## src/rtl/pulse_gen_pkg.sv

```systemverilog
// pulse_gen_pkg: shared state type and default widths for the pulse-train generator
package pulse_gen_pkg;
   localparam int DEF_CNT_W = 6;
   localparam int DEF_LEN_W = 4;
   typedef enum logic [1:0] {IDLE, HIGH, LOW, DONE} pg_state_t;
endpackage

```

## src/rtl/phase_timer.sv

```systemverilog
// phase_timer: loadable down-counter that flags expiry when it reaches zero
module phase_timer #(
   parameter int LEN_W = 4
) (
   input  logic             clk,
   input  logic             rst,
   input  logic             load,
   input  logic [LEN_W-1:0] load_val,
   output logic             expire
);
   logic [LEN_W-1:0] val;
   // load a new phase length or count down, holding at zero
   always_ff @(posedge clk) begin
      if (rst) val <= '0;
      else if (load) val <= load_val;
      else if (val != '0) val <= val - LEN_W'(1);
   end
   assign expire = val == '0;
endmodule

```

## src/rtl/pulse_train_gen.sv

```systemverilog
// pulse_train_gen: emits a programmed number of high pulses with programmable high/low widths
module pulse_train_gen
   import pulse_gen_pkg::*;
#(
   parameter int CNT_W = DEF_CNT_W,
   parameter int LEN_W = DEF_LEN_W
) (
   input  logic             clk,
   input  logic             rst,
   input  logic             start,
   input  logic             stop,
   input  logic [CNT_W-1:0] count_in,
   input  logic [LEN_W-1:0] high_len,
   input  logic [LEN_W-1:0] low_len,
   output logic             a,
   output logic             busy,
   output logic             done,
   output logic [CNT_W-1:0] remaining
);
   pg_state_t state, nxt;
   logic [LEN_W-1:0] hl, ll, load_val;
   logic load, expire, accept;

   // timer reload value for a programmed length; zero length behaves as one cycle
   function automatic logic [LEN_W-1:0] eff(input logic [LEN_W-1:0] v);
      return (v == '0) ? '0 : v - LEN_W'(1);
   endfunction

   assign accept = state == IDLE && start;

   phase_timer #(.LEN_W(LEN_W)) u_timer (
      .clk(clk),
      .rst(rst),
      .load(load),
      .load_val(load_val),
      .expire(expire)
   );

   // next state and phase-timer reload; stop takes priority over phase end
   always_comb begin
      nxt = state;
      load = 1'b0;
      load_val = hl;
      unique case (state)
         IDLE: if (start) begin
            load = 1'b1;
            load_val = eff(high_len);
            nxt = (count_in == '0) ? DONE : HIGH;
         end
         HIGH: if (stop) nxt = IDLE;
         else if (expire) begin
            nxt = (remaining == CNT_W'(1)) ? DONE : LOW;
            load = 1'b1;
            load_val = ll;
         end
         LOW: if (stop) nxt = IDLE;
         else if (expire) begin
            nxt = HIGH;
            load = 1'b1;
            load_val = hl;
         end
         DONE: nxt = IDLE;
      endcase
   end

   // state, registered outputs, parameter latches and pulses-remaining count
   always_ff @(posedge clk) begin
      if (rst) begin
         state <= IDLE;
         a <= 1'b0;
         busy <= 1'b0;
         done <= 1'b0;
         remaining <= '0;
         hl <= '0;
         ll <= '0;
      end else begin
         state <= nxt;
         a <= nxt == HIGH;
         busy <= nxt == HIGH || nxt == LOW;
         done <= nxt == DONE;
         if (accept) begin
            hl <= eff(high_len);
            ll <= eff(low_len);
            remaining <= count_in;
         end else if (state == HIGH && !stop && expire && remaining != '0)
            remaining <= remaining - CNT_W'(1);
      end
   end
endmodule

```

## config.mk

```make
export PLATFORM = sky130hd
export DESIGN_NAME = pulse_train_gen
export DESIGN_NICKNAME = d
export VERILOG_FILES = /design/src/rtl/pulse_gen_pkg.sv /design/src/rtl/phase_timer.sv /design/src/rtl/pulse_train_gen.sv
export SDC_FILE = /design/constraint.sdc
export NUM_CORES = 1
export LEC_CHECK = 0
export ABC_AREA = 0
export CORE_MARGIN = 1
export CORE_UTILIZATION = 30
export DETAILED_ROUTE_END_ITERATION = 8
export PLACE_DENSITY = 0.54
export SLEW_MARGIN = 20
export SYNTH_ARGS = -nofsm -noshare
export SYNTH_HDL_FRONTEND = slang
export SYNTH_SLANG_ARGS = --single-unit
```

## constraint.sdc

```tcl
create_clock -name clk -period 4 [get_ports clk]
set_input_delay 1 -clock clk [delete_from_list [all_inputs] [get_ports clk]]
set_output_delay 1 -clock clk [all_outputs]
set_load 0.05 [all_outputs]
```

== After elaboration in Yosys (flattened, before gate mapping) ==
Index checks and enable logic that the tools add are counted.
Cells by class
  muxes and demuxes: 22
  reductions and logical operators: 16
  equal/unequal tests: 7
  add/subtract/negate cells: 4
Operators by type and width (count)
  4-bit two-way mux: 7
  4-bit logical NOT: 3
  2-bit two-way mux: 6
  6-bit two-way mux: 2
  4-bit by 1-bit subtractor with 4-bit output, second input constant: 3
  2-bit equality test, second input constant: 4
  2-bit one-hot mux with 4 select lines: 1
  4-bit one-hot mux with 2 select lines: 1
  6-bit by 1-bit equality test with 1-bit output, second input constant: 1
  6-bit logical NOT: 1
  6-bit nonzero test: 1
  6-bit by 1-bit subtractor with 6-bit output, second input constant: 1
  2-bit by 1-bit equality test with 1-bit output, second input constant: 2
  1-bit logical AND: 4
  1-bit two-way mux: 4
  2-bit nonzero test: 2
  4-bit nonzero test: 1
  2-bit logical NOT: 1
  1-bit one-hot mux with 2 select lines: 1
  2-bit OR reduction: 1
  1-bit logical NOT: 1
  1-bit logical OR: 1
Storage, ports and cells
  word-level logic and storage cells: 57
  flip-flop bits (word level): 23
  output and inout port bits: 9

== Longest topological paths before layout ==
Gate-level depths: netlist of the first run.
  word-level depth: 7
  depth in mapped cells: 8
  gate-level depth less buffers: 8

== By module ==
From an unflattened synthesis of the first run, not the netlist that was laid out.
Second synthesis, totals
  cell total of the unflattened synthesis: 165
  area total of the unflattened synthesis: 1401.3 um2
By module, submodules not included
  pulse_train_gen: times used 1, area each 1172.4 um2, seq. area each 380.4 um2, cells each 141
  phase_timer: times used 1, area each 229.0 um2, seq. area each 80.1 um2, cells each 24

== Worst setup path before layout of the first run ==
Ideal clock, no wire load.
  path type: input -> register
  start point: input port stop
  end point: register remaining[3]
  stages: 4
  path buffers: 0
  data arrival time: 2.231 ns
  setup slack: 1.681 ns
  required time: 3.912 ns
  path through: or4b_4 > a211oi_4 > a311oi_1 > nor4_2
On the way
  word-level cells in the longest chain between the ends: 5
RTL lines
  start: declaration: RTL line pulse_train_gen.sv:11  | input logic stop,
  1-bit logical NOT: RTL line pulse_train_gen.sv:85  | end else if (state == HIGH && !stop && expire && remaining != '0)
  1-bit logical AND (3 in series): RTL line pulse_train_gen.sv:85
  2-bit nonzero test (no line)
  end signal: assignment: RTL line pulse_train_gen.sv:84  | remaining <= count_in;
  end signal: assignment: RTL line pulse_train_gen.sv:86  | remaining <= remaining - CNT_W'(1);
  end: declaration: RTL line pulse_train_gen.sv:18  | output logic [CNT_W-1:0] remaining
No other way between the ends.
A chain may end at the register's enable or synchronous reset.

== Worst setup path after layout of the first run ==
Ends and elaborated chain as after synthesis.

==> results.yml, run 1 <==
synthesis:
  synth_flop_cell: "dfxtp_1"
  yosys.cell_types.count: 40
  ys_seq_elements: 23
  ys_top_cells_by_area: "dfxtp_1 (32%), ha_1 (9.6%), a311oi_1 (5.5%)"
  syn_avg_cell_area_um2: 8.41
  synth_area_um2: 1430
  async_reset_ff_share_pct: 0
  synth_top_area_cell: "dfxtp_1"
  synthesis.nets: 199
  yosysSeqAreaShare_pct: 32.2
  yosysWarningCount: 0
  syn_inst: 170
  synth_top_area_share_pct: 32.2
  synth_edf_count: 0
worst_setup_path:
  reg2reg_from: "remaining[2]"
  critPathKind: "primary input to register"
  critPathCaptureType: "register"
  critPathMaxFanout: 8
  critPathMaxStageDelay_ns: 0.55
  worstPathCellList: "clkdlybuf4s50_1 -> or4b_4 -> a211oi_4 -> a311oi_1 -> nor4_2"
  cp.required_ns: 4.17
  path_delay_family: "simple AND/OR/NAND/NOR gates"
  crit_arrival_ns: 2.89
  critPathLaunchType: "primary input"
  crit_buf_inv: 1
  critPathLaunch: "stop"
  cpMaxStageDelayCell: "or4b_4"
drt:
  wl_um: 3330
  drc_errors: 0
  drt_first_pass_iters: 4
  via_count: 1299
  wl_per_cell_um: 13.5
  drt_iter0_drc: 51
  final_antenna_net_count: 0
  via_per_inst: 5.28
layout:
  antenna_cells: 0
  regArea_um2: 460
  nets: 224
  layout_commonest_cell: "clkdlybuf4s50_1"
  fill_cells: 459
  drive_gt1_share_pct: 7.73
  area_growth_syn_to_layout_pct: 24.8
  final_cell_mix: "clkdlybuf4s50_1 (26), dfxtp_1 (23), nor2_1 (17)"
  multiInputGateArea_um2: 895
clock_network:
  root_buffer: "clkbuf_8"
  postCtsHoldBufs: 0
  cts-buffers-inserted: 3
  h-tree-depth: 1
  cts_tree: "yes"
  clk_latency_ns: 0.26
  clock_path_buffers: 2
  clk_pin_slew_ns: 0.08
  clock_sinks: 23
  cts.repair.resized: 0
  cts_setup_buffers: 0
power:
  power_frac_clock_pct: 21.2
  switching_share_pct: 36.8
  p_leak_nw: 0.633
  p_int_w: 0.000442
  p_comb_share_pct: 38.6
  pwr-share-seq_pct: 40.2
  ir_drop_uv: 210
  p_switching_w: 0.000257
  power_density_nw_per_um2: 392
placed_design:
  hpwl_um: 2470
  gp_congestion: 0.778
  dp_slack_ns: 1.03
  portBuffers: 26
sta:
  rsz0062_at_grt: "false"
  worst-slew-pin-transition_ns: 0.975
  fmax_mhz: 369
  fin_crit_sh_pct: 67.8
  finalSetupTns_ns: 0
  layout_min_cycle_time_ns: 2.71
  max_slew_margin_pct: 34.8
  finalSetupViolCount: 0
  drv_slew: 0
  timing.final.ws_setup_ns: 1.29
  hold_viol: 0
  clock_skew_ns: 0.00102
floorplanning:
  dieArea_um2: 5050
  io_pins: 27
  die-height_um: 71.0
  start_util_pct: 32.0
  row_count: 24
  core-area_um2: 4470
  die_w_um: 71.0
status:
  status: "finished clean"
worst_hold_path:
  hp-class: "register to register"
  holdCritStartpoint: "hl[3]"
flow_run:
  cap_viol_max_count: 0
grt:
  grt.total_usage_pct: 13.3
  grt_max_degree: 27
  antenna_found_initial: 0
  grt_overflow: 0
  grt_pass1_wl_um: 5330
  grt_pass1_vias: 1206
## path summary, 6_finish.rpt
path,depth (start not counted),end,slack [ns]
worst max-delay path,5,remaining[3],1.29
worst min-delay path,2,hl[3],0.46
worst max register to register,5,busy,1.70
worst min register to register,2,hl[3],0.46
## state kept, by name, summed over array words and instances (netlist names)
name and cells:
a 1, busy 1, done 1, hl 4, ll 4, remaining 6
state 2, u_timer.val 4
## through the flow
stage               cells  total power, W  utilization, %  cell area (um^2)  hold slack (ns)
floorplan             170        0.000474               -              1430            0.432
global placement      242        0.000552            38.9              1740            0.442
detailed placement    242        0.000556            38.9              1740            0.450
CTS                   246        0.000707            39.9              1790            0.463
global route          246        0.000744            39.9              1790            0.488
finish                246        0.000699            39.9              1790            0.458
## power by group through the flow
stage	Sequential [W]	Combinational, W	Clock, W
finish	0.000281	0.000270	0.000148
global route	0.000285	0.000296	0.000164
CTS	0.000281	0.000271	0.000155
detailed placement	0.000287	0.000270	0
global placement	0.000286	0.000267	0
floorplan	0.000315	0.000159	0
## worst min-delay path, stage by stage, from the launching register on
cell     delay, ns
dfxtp_1       0.31
nand2_1       0.05
a21oi_1       0.05
## cells in the mapped netlist, drive strengths merged, types with 3 or more instances
cell    number
nor4         5
a31oi        5
dfxtp       23
xnor2        3
nand2b       3
inv         12
and2         3
a21oi        9
nor3b        3
nor3         8
a211oi       7
clkbuf       8
nand2        7
nand3b       3
nor2b        6
o21ai        5
nor2        17
a311oi       9
ha          11
## cell families after synthesis
kind of cell / after synthesis / share of synthesized area (%)
AND/OR/NAND/NOR: 66 / 26.4
AO/OA/AOI/OAI: 45 / 23.2
flip-flops: 23 / 32.2
buffers and inverters: 20 / 5.25
adder cells (fa/ha/maj): 11 / 9.62
XOR/XNOR: 3 / 1.84
multiplexers: 2 / 1.49
## layer usage
metal	track usage, %	part of all wire, %
met3	3.13	3.3
met2	22.4	45
met1	17.1	51
met5	0	0
met4	3.11	0.81
## layout make-up
cell class / instances / area share [%]
repair buffers: 28 / 15.4
flip-flops and latches: 23 / 25.8
inverters: 12 / 2.52
clock buffers: 4 / 2.52
multi-input cells: 127 / 50.1
well taps: 52 / 3.64
(Power assumes the default switching activity.)
==> run 2, diff against run 1 <==
==> constraint.sdc (replaced) <==
create_clock -name clk -period 2.79 [get_ports clk]
set_input_delay 0.6975 -clock clk [delete_from_list [all_inputs] [get_ports clk]]
set_output_delay 0.6975 -clock clk [all_outputs]
set_load 0.05 [all_outputs]
==> run 2 against run 1 <==
  * Via count up 3.3%
  * Non-clock buffer count increased by 5
  * Sequential share of layout area fell by 0.53 points
  * First-iteration DRC count up 20%
  * Critical path type unchanged
  * Register-to-register slack lost 1.2 ns
  * Critical path depth unchanged
  * Critical endpoint unchanged
==> results.yml, run 2 (same netlist as run 1, synthesis figures left out) <==
layout:
  layout_commonest_cell: "clkdlybuf4s50_1"
  nets: 229
  drive_gt1_share_pct: 10.1
  final_cell_mix: "clkdlybuf4s50_1 (26), dfxtp_1 (23), nor2_1 (17)"
  top_register: "remaining"
  antenna_cells: 0
  area_growth_syn_to_layout_pct: 27.5
  largest_register_ffs: 6
sta:
  finalSetupViolCount: 0
  rsz0062_at_grt: "false"
  worst-slew-pin-transition_ns: 0.519
  layout_min_cycle_time_ns: 2.38
  max_slew_margin_pct: 65.3
  finalSetupTns_ns: 0
  clock_skew_ns: 0.00201
  fmax_mhz: 420
  fin_crit_sh_pct: 85.4
  drv_slew: 0
  hold_viol: 0
floorplanning:
  die-height_um: 71.0
  dieArea_um2: 5050
  core-area_um2: 4470
  row_count: 24
  die_w_um: 71.0
  io_pins: 27
  start_util_pct: 32.0
clock_network:
  cts.repair.resized: 0
  cts_tree: "yes"
  cts-buffers-inserted: 3
  postCtsHoldBufs: 0
  h-tree-depth: 1
  clock_path_buffers: 2
  clock_sinks: 23
  clk_latency_ns: 0.26
  cts_setup_buffers: 0
  clk_pin_slew_ns: 0.08
  root_buffer: "clkbuf_8"
drt:
  drc_errors: 0
  final_antenna_net_count: 0
  via_per_inst: 5.35
  drt_iter0_drc: 61
  wl_per_cell_um: 14.0
  drt_first_pass_iters: 4
  wl_um: 3520
  via_count: 1342
grt:
  grt_pass1_vias: 1270
  grt_max_degree: 15
  grt.total_usage_pct: 14.4
  antenna_found_initial: 0
  grt_overflow: 0
  grt_pass1_wl_um: 5840
worst_hold_path:
  holdCritStartpoint: "hl[3]"
  hp-class: "register to register"
  hold_path_end: "hl[3]"
  hold_depth: 2
power:
  p_leak_nw: 0.657
  ir_drop_uv: 271
  fin_total_pwr_w: 0.00102
  power_density_nw_per_um2: 558
worst_setup_path:
  worstPathCellList: "clkdlybuf4s50_1 -> or4b_4 -> a211oi_4 -> a311oi_1 -> nor4_2"
  critPathLaunchType: "primary input"
  critPathMaxStageDelay_ns: 0.55
  critPathCaptureType: "register"
  critPathMaxFanout: 8
  reg2reg_to: "busy"
  reg2reg_from: "u_timer.val[0]"
  cp.required_ns: 2.97
  worstRegToRegCells: 7
  r2r_slack_ns: 0.51
  crit_arrival_ns: 2.56
  critPathKind: "primary input to register"
  cpMaxStageDelayCell: "or4b_4"
status:
  status: "finished clean"
placed_design:
  portBuffers: 26
  hpwl_um: 2710
  gp_congestion: 0.858
flow_run:
  cap_viol_max_count: 0
run 2: power by group:
group	switching [W]	internal [W]
Sequential	0.0000363	0.000367
Combinational	0.000233	0.000175
Clock	0.000104	0.000102
Total	0.000374	0.000644
run 2: cell type report:
type	count	area (um^2)
well taps	52	65.1
inverters	12	45.0
multi-input cells	127	895
clock buffers	4	45.0
flip-flops and latches	23	460
fillers	456	2650
repair buffers	33	313
run 2: worst max-delay path by stage:
| stage | startpoint | to | slack (ns) |
|---|---|---|---|
| final | stop | remaining[3] | 0.41 |
| after global routing | stop | remaining[3] | 0.31 |
| after CTS | stop | remaining[3] | 0.38 |
| after detailed placement | stop | remaining[3] | 0.12 |
| after global placement | stop | remaining[3] | 0.17 |
| after floorplan | remaining[2] | busy | 0.66 |
run 2: routing by layer:
layer	global-route usage, %	wire, um	up-vias
met5	0	0	-
met4	4.22	27	0
met3	2.85	87	2
met2	23.5	1640	25
met1	19.4	1760	628
li1	-	-	687
run 2: metrics by stage:
step | hold slack (ns) | util, % | std cells | worst slack [ns] | instance area, um^2
2_1_floorplan | 0.432 | - | 170 | 0.661 | 1430
6_report | 0.459 | 40.7 | 251 | 0.409 | 1820
5_1_grt | 0.491 | 40.7 | 251 | 0.305 | 1820
4_1_cts | 0.462 | 40.7 | 251 | 0.381 | 1820
3_5_place_dp | 0.450 | 39.7 | 247 | 0.121 | 1780
3_3_place_gp | 0.443 | 39.7 | 247 | 0.175 | 1780
run 2: worst max-delay path, delay by kind of cell:
family                 cells  cell delay, ns
AO/OA/AOI/OAI              2            0.59
buffers and inverters      1            0.46
AND/OR/NAND/NOR            2            0.80
